### src/rtl/wb_mprj_bridge_if.sv
// ---------------------------------------------------------------------------
// wb_mprj_bridge_if
//
// Bundles the two buses seen by wb_mprj_bridge:
//   - the management-side Wishbone slave port (wbs_*), driven by the
//     management SoC through the user project wrapper;
//   - the user-side per-window slave bus (m_*), one cyc/stb/ack/data lane
//     per slave window, with shared we/sel/adr/write-data.
//
// Modports:
//   slave  : the bridge itself (accepts wbs_* requests, drives m_* strobes,
//            returns wbs_ack_o / wbs_dat_o)
//   master : the environment around the bridge (management master and the
//            user slaves)
//
// Parameters:
//   NSLV   : number of slave windows
//   SLV_AW : byte-address width of each slave window
// ---------------------------------------------------------------------------
interface wb_mprj_bridge_if #(
  parameter int NSLV   = 4,
  parameter int SLV_AW = 20
);

  // Management-side request / response
  logic                   wbs_cyc_i;
  logic                   wbs_stb_i;
  logic                   wbs_we_i;
  logic [3:0]             wbs_sel_i;
  logic [31:0]            wbs_adr_i;
  logic [31:0]            wbs_dat_i;
  logic                   wbs_ack_o;
  logic [31:0]            wbs_dat_o;

  // User-side slave windows
  logic [NSLV-1:0]        m_cyc_o;
  logic [NSLV-1:0]        m_stb_o;
  logic                   m_we_o;
  logic [3:0]             m_sel_o;
  logic [SLV_AW-1:0]      m_adr_o;
  logic [31:0]            m_dat_o;
  logic [32*NSLV-1:0]     m_dat_i;
  logic [NSLV-1:0]        m_ack_i;

  modport slave (
    input  wbs_cyc_i, wbs_stb_i, wbs_we_i, wbs_sel_i, wbs_adr_i, wbs_dat_i,
    output wbs_ack_o, wbs_dat_o,
    output m_cyc_o, m_stb_o, m_we_o, m_sel_o, m_adr_o, m_dat_o,
    input  m_dat_i, m_ack_i
  );

  modport master (
    output wbs_cyc_i, wbs_stb_i, wbs_we_i, wbs_sel_i, wbs_adr_i, wbs_dat_i,
    input  wbs_ack_o, wbs_dat_o,
    input  m_cyc_o, m_stb_o, m_we_o, m_sel_o, m_adr_o, m_dat_o,
    output m_dat_i, m_ack_i
  );

endinterface

### src/rtl/wb_mprj_bridge.sv
// ---------------------------------------------------------------------------
// wb_mprj_bridge
//
// Wishbone bridge from the management SoC slave port of the user project
// wrapper to NSLV user-side slave windows. A request is decoded into a slave
// index, registered, and held on that slave's cyc/stb until it acks or a bus
// timeout expires. The management side always gets exactly one registered
// ack per accepted request; decode misses and timeouts are answered with
// fixed error data, pulse err_irq_o and bump a saturating error counter, so
// the management core never hangs on a dead user slave.
//
// Ports:
//   wb_clk_i   : clock
//   wb_rst_i   : synchronous active-high reset, clears state and all outputs
//   bus        : wb_mprj_bridge_if.slave
//                  wbs_* : management request in, ack / read data out
//                  m_*   : one-hot per-window cyc/stb, latched we/sel/adr/data,
//                          per-window read data and acks in
//   err_irq_o  : one-cycle pulse per decode miss or timeout (in its ack cycle)
//   err_cnt_o  : saturating count of error terminations
//
// Parameters:
//   NSLV    : number of slave windows (power of two, 2..16)
//   BASE    : user-area base; address bits above SLV_AW+log2(NSLV) must match
//   SLV_AW  : byte-address width of each slave window
//   TIMEOUT : REQ cycles without ack before forced termination (1..65535)
// ---------------------------------------------------------------------------
module wb_mprj_bridge #(
  parameter int          NSLV    = 4,
  parameter logic [31:0] BASE    = 32'h3000_0000,
  parameter int          SLV_AW  = 20,
  parameter int          TIMEOUT = 255
) (
  input  logic                  wb_clk_i,
  input  logic                  wb_rst_i,
  wb_mprj_bridge_if.slave       bus,
  output logic                  err_irq_o,
  output logic [7:0]            err_cnt_o
);

  localparam int          IDX_W    = $clog2(NSLV);
  // Lowest address bit that has to match BASE for a decode hit.
  localparam int          HI_LSB   = SLV_AW + IDX_W;
  localparam logic [15:0] TERM_CNT = 16'(TIMEOUT - 1);

  localparam logic [31:0] MISS_DATA    = 32'hBADD_ADD0;
  localparam logic [31:0] TIMEOUT_DATA = 32'hDEAD_BEEF;

  typedef enum logic [1:0] {
    IDLE,
    REQ,
    RESP
  } state_e;

  state_e              state_q, state_d;
  logic [IDX_W-1:0]    idx_q,   idx_d;
  logic [15:0]         tcnt_q,  tcnt_d;
  logic [NSLV-1:0]     stb_q,   stb_d;
  logic                we_q,    we_d;
  logic [3:0]          sel_q,   sel_d;
  logic [SLV_AW-1:0]   adr_q,   adr_d;
  logic [31:0]         wdat_q,  wdat_d;
  logic [31:0]         rdat_q,  rdat_d;
  logic                ack_q,   ack_d;
  logic                err_q,   err_d;
  logic [7:0]          ecnt_q,  ecnt_d;

  logic                req_hit;
  logic [IDX_W-1:0]    req_idx;
  logic                sel_ack;
  logic [31:0]         sel_dat;

  // Address decode of the incoming management request.
  assign req_hit = (bus.wbs_adr_i[31:HI_LSB] == BASE[31:HI_LSB]);
  assign req_idx = bus.wbs_adr_i[HI_LSB-1:SLV_AW];

  // Ack/data of the currently selected window; acks from every other
  // window are simply not looked at.
  always_comb begin
    sel_ack = 1'b0;
    sel_dat = 32'h0;
    for (int i = 0; i < NSLV; i++) begin
      if (idx_q == IDX_W'(i)) begin
        sel_ack = bus.m_ack_i[i];
        sel_dat = bus.m_dat_i[32*i +: 32];
      end
    end
  end

  always_comb begin
    state_d = state_q;
    idx_d   = idx_q;
    tcnt_d  = tcnt_q;
    stb_d   = stb_q;
    we_d    = we_q;
    sel_d   = sel_q;
    adr_d   = adr_q;
    wdat_d  = wdat_q;
    rdat_d  = rdat_q;
    ack_d   = 1'b0;
    err_d   = 1'b0;
    ecnt_d  = ecnt_q;

    unique case (state_q)
      IDLE: begin
        if (bus.wbs_cyc_i && bus.wbs_stb_i) begin
          // The slave-side latches follow every accepted request, hit or miss.
          we_d   = bus.wbs_we_i;
          sel_d  = bus.wbs_sel_i;
          adr_d  = bus.wbs_adr_i[SLV_AW-1:0];
          wdat_d = bus.wbs_dat_i;
          if (req_hit) begin
            idx_d   = req_idx;
            tcnt_d  = 16'h0;
            stb_d   = NSLV'(1) << req_idx;
            state_d = REQ;
          end else begin
            rdat_d  = MISS_DATA;
            err_d   = 1'b1;
            ack_d   = 1'b1;
            state_d = RESP;
          end
        end
      end

      REQ: begin
        tcnt_d = tcnt_q + 16'd1;
        if (!bus.wbs_cyc_i) begin
          // Master gave up: release the slave silently.
          stb_d   = '0;
          state_d = IDLE;
        end else if (sel_ack) begin
          // Checked before the terminal count so a last-cycle ack still wins.
          stb_d   = '0;
          rdat_d  = we_q ? 32'h0 : sel_dat;
          ack_d   = 1'b1;
          state_d = RESP;
        end else if (tcnt_q == TERM_CNT) begin
          stb_d   = '0;
          rdat_d  = TIMEOUT_DATA;
          err_d   = 1'b1;
          ack_d   = 1'b1;
          state_d = RESP;
        end
      end

      RESP: begin
        state_d = IDLE;
      end

      default: begin
        stb_d   = '0;
        state_d = IDLE;
      end
    endcase

    if (err_d && (ecnt_q != 8'hFF)) begin
      ecnt_d = ecnt_q + 8'd1;
    end
  end

  always_ff @(posedge wb_clk_i) begin
    if (wb_rst_i) begin
      state_q <= IDLE;
      idx_q   <= '0;
      tcnt_q  <= 16'h0;
      stb_q   <= '0;
      we_q    <= 1'b0;
      sel_q   <= 4'h0;
      adr_q   <= '0;
      wdat_q  <= 32'h0;
      rdat_q  <= 32'h0;
      ack_q   <= 1'b0;
      err_q   <= 1'b0;
      ecnt_q  <= 8'h0;
    end else begin
      state_q <= state_d;
      idx_q   <= idx_d;
      tcnt_q  <= tcnt_d;
      stb_q   <= stb_d;
      we_q    <= we_d;
      sel_q   <= sel_d;
      adr_q   <= adr_d;
      wdat_q  <= wdat_d;
      rdat_q  <= rdat_d;
      ack_q   <= ack_d;
      err_q   <= err_d;
      ecnt_q  <= ecnt_d;
    end
  end

  // cyc and stb are the same one-hot vector: a window is either being
  // addressed or left completely alone.
  assign bus.m_cyc_o   = stb_q;
  assign bus.m_stb_o   = stb_q;
  assign bus.m_we_o    = we_q;
  assign bus.m_sel_o   = sel_q;
  assign bus.m_adr_o   = adr_q;
  assign bus.m_dat_o   = wdat_q;
  assign bus.wbs_ack_o = ack_q;
  assign bus.wbs_dat_o = rdat_q;
  assign err_irq_o     = err_q;
  assign err_cnt_o     = ecnt_q;

  a_stb_onehot: assert property (@(posedge wb_clk_i) disable iff (wb_rst_i)
    $onehot0(stb_q));
  a_ack_single: assert property (@(posedge wb_clk_i) disable iff (wb_rst_i)
    !(ack_q && $past(ack_q)));

endmodule

### src/flat_wrapper.sv
// flat-port wrapper written by rule: the top's interface ports become plain ports
module wb_mprj_bridge_flat 
#(
  parameter int          NSLV    = 4,
  parameter logic [31:0] BASE    = 32'h3000_0000,
  parameter int          SLV_AW  = 20,
  parameter int          TIMEOUT = 255
)
  (wb_clk_i, wb_rst_i, err_irq_o, err_cnt_o, bus_wbs_cyc_i, bus_wbs_stb_i, bus_wbs_we_i, bus_wbs_sel_i, bus_wbs_adr_i, bus_wbs_dat_i, bus_wbs_ack_o, bus_wbs_dat_o, bus_m_cyc_o, bus_m_stb_o, bus_m_we_o, bus_m_sel_o, bus_m_adr_o, bus_m_dat_o, bus_m_dat_i, bus_m_ack_i);
  wb_mprj_bridge_if #(.NSLV(NSLV), .SLV_AW(SLV_AW)) bus_i ();
  input  logic wb_clk_i;
  input  logic wb_rst_i;
  output logic err_irq_o;
  output logic [7:0] err_cnt_o;
  input wire logic [$bits(bus_i.wbs_cyc_i)-1:0] bus_wbs_cyc_i;
  input wire logic [$bits(bus_i.wbs_stb_i)-1:0] bus_wbs_stb_i;
  input wire logic [$bits(bus_i.wbs_we_i)-1:0] bus_wbs_we_i;
  input wire logic [$bits(bus_i.wbs_sel_i)-1:0] bus_wbs_sel_i;
  input wire logic [$bits(bus_i.wbs_adr_i)-1:0] bus_wbs_adr_i;
  input wire logic [$bits(bus_i.wbs_dat_i)-1:0] bus_wbs_dat_i;
  output wire logic [$bits(bus_i.wbs_ack_o)-1:0] bus_wbs_ack_o;
  output wire logic [$bits(bus_i.wbs_dat_o)-1:0] bus_wbs_dat_o;
  output wire logic [$bits(bus_i.m_cyc_o)-1:0] bus_m_cyc_o;
  output wire logic [$bits(bus_i.m_stb_o)-1:0] bus_m_stb_o;
  output wire logic [$bits(bus_i.m_we_o)-1:0] bus_m_we_o;
  output wire logic [$bits(bus_i.m_sel_o)-1:0] bus_m_sel_o;
  output wire logic [$bits(bus_i.m_adr_o)-1:0] bus_m_adr_o;
  output wire logic [$bits(bus_i.m_dat_o)-1:0] bus_m_dat_o;
  input wire logic [$bits(bus_i.m_dat_i)-1:0] bus_m_dat_i;
  input wire logic [$bits(bus_i.m_ack_i)-1:0] bus_m_ack_i;
  assign bus_i.wbs_cyc_i = bus_wbs_cyc_i;
  assign bus_i.wbs_stb_i = bus_wbs_stb_i;
  assign bus_i.wbs_we_i = bus_wbs_we_i;
  assign bus_i.wbs_sel_i = bus_wbs_sel_i;
  assign bus_i.wbs_adr_i = bus_wbs_adr_i;
  assign bus_i.wbs_dat_i = bus_wbs_dat_i;
  assign bus_wbs_ack_o = bus_i.wbs_ack_o;
  assign bus_wbs_dat_o = bus_i.wbs_dat_o;
  assign bus_m_cyc_o = bus_i.m_cyc_o;
  assign bus_m_stb_o = bus_i.m_stb_o;
  assign bus_m_we_o = bus_i.m_we_o;
  assign bus_m_sel_o = bus_i.m_sel_o;
  assign bus_m_adr_o = bus_i.m_adr_o;
  assign bus_m_dat_o = bus_i.m_dat_o;
  assign bus_i.m_dat_i = bus_m_dat_i;
  assign bus_i.m_ack_i = bus_m_ack_i;
  wb_mprj_bridge #(.NSLV(NSLV), .BASE(BASE), .SLV_AW(SLV_AW), .TIMEOUT(TIMEOUT)) u_core (.wb_clk_i(wb_clk_i), .wb_rst_i(wb_rst_i), .bus(bus_i), .err_irq_o(err_irq_o), .err_cnt_o(err_cnt_o));
endmodule
### config.mk
export PLATFORM = sky130hd
export DESIGN_NAME = wb_mprj_bridge_flat
export DESIGN_NICKNAME = d
export VERILOG_FILES = /design/src/rtl/wb_mprj_bridge_if.sv /design/src/rtl/wb_mprj_bridge.sv /design/src/flat_wrapper.sv
export SDC_FILE = /design/constraint.sdc
export NUM_CORES = 1
export LEC_CHECK = 0
export CAP_MARGIN = 20
export CORE_MARGIN = 10
export CORE_UTILIZATION = 40
export DETAILED_ROUTE_END_ITERATION = 10
export PLACE_DENSITY = 0.82
export SETUP_SLACK_MARGIN = 0.4
export SLEW_MARGIN = 30
export SYNTH_ARGS = -nofsm -noshare
export SYNTH_HDL_FRONTEND = slang
export SYNTH_SLANG_ARGS = --single-unit
### constraint.sdc
create_clock -name wb_clk_i -period 2.39 [get_ports wb_clk_i]
set_input_delay 0.3585 -clock wb_clk_i [delete_from_list [all_inputs] [get_ports wb_clk_i]]
set_output_delay 0.3585 -clock wb_clk_i [all_outputs]
set_load 0.01 [all_outputs]
==> results.py <==
metrics = {
    "status": {
        "run_status": "completed",
    },
    "logic_synthesis": {
        "ys_ff_latch": 123,
        "synthArstFlopShare_pct": 0,
        "yosysUniqueCellTypes": 46,
        "yosys_warnings": 0,
        "post_synth_inst_count": 647,
        "mappedNetlistNets": 855,
        "yosysSeqAreaShare_pct": 42.49,
        "post_synthesis_instance_area_sq_um": 5796,
        "leading_register_cell_type_out_of_synthesis": "dfxtp_1",
        "synth_edf_count": 0,
        "syn_area_per_cell_sq_um": 8.958,
    },
    "floorplanning": {
        "boundaryPins": 312,
        "die_height_um": 140.4,
        "core_region_sq_um": 14040,
        "row_count": 43,
        "dieArea_sq_um": 19700,
        "dieWidth_um": 140.4,
        "initial_core_utilization_pct": 41.27,
    },
    "route": {
        "vias": 6113,
        "dr.pass1.iters": 8,
        "detail_route.drc_violations": 0,
        "routedWlPerCell_um": 19.55,
        "wirelength_um": 22580,
        "dr.first_iter.drc_count": 354,
        "detail-route-antenna-nets": 0,
        "post_drt_via_cell_ratio": 5.293,
    },
    "cts": {
        "cts_tree": "built",
        "clock_sinks": 123,
        "worst_skew_pair.late_latency_ns": 0.42,
        "cts_clk_pin_slew_worst_paths_ns": 0.05,
        "numCtsBuffers": 17,
        "ctsHtreeMaxLevel": 4,
        "cts_root_buf": "clkbuf_16",
        "cts-root-to-sink-buffers": 2,
    },
    "timing": {
        "relSlewSlack_pct": 42.08,
        "report.final.slew_viol_count": 0,
        "worst_margin_slew_ns": 0.8669,
        "rsz0062_at_grt": "yes",
        "final.period_utilization_pct": 84.43,
        "final-hold-violation-count": 0,
        "final_setup_fails": 0,
        "fin_worst_skew_ns": 0.008101,
        "final_total_negative_setup_slack_ns": 0,
        "maxClockFrequency_mhz": 495.6,
        "whs_ns": 0.3512,
        "finalWorstPathRequiredPeriod_ns": 2.018,
    },
    "worst_setup_path": {
        "cp_data_required_time_ns": 2.68,
        "crit_path_start_kind": "flip-flop",
        "critical_path.endpoint_type": "flip-flop",
        "timing_worst_setup_path_type": "reg -> reg",
        "crit_fanout": 8,
        "critical_path_arrival_ns": 2.31,
    },
    "pwr": {
        "power.total_uw": 5281,
        "worst_ir_drop_vdd_mv": 0.5479,
        "static-leakage-power_uw": 0.003508,
        "power_density_nw_per_um2": 522.5,
    },
    "place": {
        "dpl-instance-area_sq_um": 9102,
        "dp.final_hpwl_um": 16540,
        "io_buffer_count": 311,
        "gp_routability_congestion": 0.8281,
    },
    "global_route": {
        "antenna_found_initial": 0,
        "grt_overflow_total": 0,
        "grtUsageTotal_pct": 20.78,
        "number_of_global_route_vias_before_repair": 6050,
        "grt_max_degree": 58,
        "grt_pass1_wl_um": 33030,
    },
    "worst_hold_path": {
        "type_of_the_most_critical_hold_path": "in -> reg",
    },
    "cells_and_area": {
        "most_frequent_standard_cell_in_the_layout_excluding_fill_and_tap_cells": "clkdlybuf4s50_1",
        "fill_cells": 1042,
        "final_nets": 1171,
        "mostFrequentLayoutCells": "clkdlybuf4s50_1, nand2_1, dfxtp_1, a21oi_1, mux4_2",
        "syn_to_final_growth_pct": 74.42,
        "layout-drive-gt1-share_pct": 17.44,
        "post-route-cell-area_sq_um": 10110,
        "diodes": 0,
    },
    "flow_run": {
        "max-cap-violations": 0,
    },
}
-- synthesized netlist by cell type, types with 4 or more instances --
library cell,number,area (sq um)
clkbuf_1,36,135.1
nand3_1,20,100.1
buf_2,8,40.04
nor4_1,8,50.05
nor2_1,43,161.4
inv_1,16,60.06
mux4_2,33,743.2
nor3_1,7,35.03
o21ai_0,14,70.07
a211oi_1,16,120.1
dfxtp_1,123,2462
nand2b_1,17,106.4
or3_1,6,37.54
nand2_1,138,518.0
o31ai_1,5,37.54
a22o_1,4,35.03
buf_4,4,30.03
nand3b_1,7,52.55
buf_6,4,45.04
a21oi_1,80,400.4
xnor2_1,9,78.83
and3_1,5,31.28
nor2b_1,4,25.02
a311oi_2,5,75.07
-- final cells by class --
class                   count  area (sq um)  share of cell area [%]
clock buffers              23         457.9                   4.530
clock inverters             8         47.55                  0.4704
inverters                  16         62.56                  0.6189
multi-input cells         454          3284                   32.49
flip-flops and latches    123          2474                   24.47
well taps                 180         225.2                   2.228
repair buffers            351          3557                   35.19
-- cell families after synthesis --
logic type | Yosys count | share of synthesized area, %
AO/OA/AOI/OAI | 132 | 14.49
AND/OR/NAND/NOR | 272 | 21.89
adder cells (fa/ha/maj) | 3 | 0.6477
multiplexers | 35 | 13.19
XOR/XNOR | 12 | 1.814
buffers and inverters | 70 | 5.484
flip-flops | 123 | 42.49
-- state kept, by name, summed over array words and instances, names as in the netlist --
name / cells
u_core.bus.m_sel_o: 4
u_core.err_cnt_o: 8
u_core.bus.m_dat_o: 32
u_core.tcnt_q: 16
u_core.idx_q: 2
u_core.bus.m_adr_o: 20
u_core.bus.wbs_ack_o: 1
u_core.bus.m_we_o: 1
u_core.err_irq_o: 1
u_core.bus.wbs_dat_o: 32
u_core.bus.m_cyc_o: 4
u_core.state_q: 2
-- metrics by stage --
step	utilization, %	worst slack, ns	instances
after floorplan	-	0.4968	647
after global placement	64.82	0.005853	1108
after detailed placement	64.82	-0.05272	1108
after CTS	68.65	0.3906	1140
after global routing	71.99	0.3339	1155
final	71.99	0.3722	1155
-- critical path: stages, from the launching register on --
cell and delay (ns):
dfxtp_4 0.35, mux4_2 0.55, buf_6 0.16, a41oi_4 0.25
o21bai_4 0.09, buf_12 0.16, clkbuf_16 0.16, nor2_1 0.11
a311oi_2 0.04
-- layer usage --
layer / global-route usage [%] / up-vias / part of all wire, %
met4: 7.446 / 0 / 1.8
met3: 8.012 / 29 / 8.6
met2: 36.60 / 250 / 53
li1: - / 2908 / -
met1: 22.02 / 2926 / 37
met5: 0 / - / 0
-- power by group --
group / total [uW] / internal (uW) / switching (uW)
logic: 904 / 573 / 330
registers: 2160 / 2120 / 42.5
clock network: 2210 / 1330 / 883
-- worst paths after layout --
path | slack [ns] | startpoint | depth (start not counted) | to
worst max-delay path | 0.37 | u_core.idx_q[0] | 8 | u_core.bus.wbs_dat_o[20]
worst min-delay path | 0.35 | wb_rst_i | 2 | u_core.bus.m_dat_o[12]
worst max register to register | 0.37 | u_core.idx_q[0] | 8 | u_core.bus.wbs_dat_o[20]
worst min register to register | 0.45 | u_core.bus.m_adr_o[6] | 2 | u_core.bus.m_adr_o[6]
-- timing repair --
action / in CTS / in global routing
pin swaps: 3 / 25
resized for setup: 6 / 66
buffers inserted: 1 / 8
setup endpoints to repair: 8 / 51
hold buffers: 0 / 0
cloned: 0 / 7
Note: power is estimated with default switching activity, not from simulation.
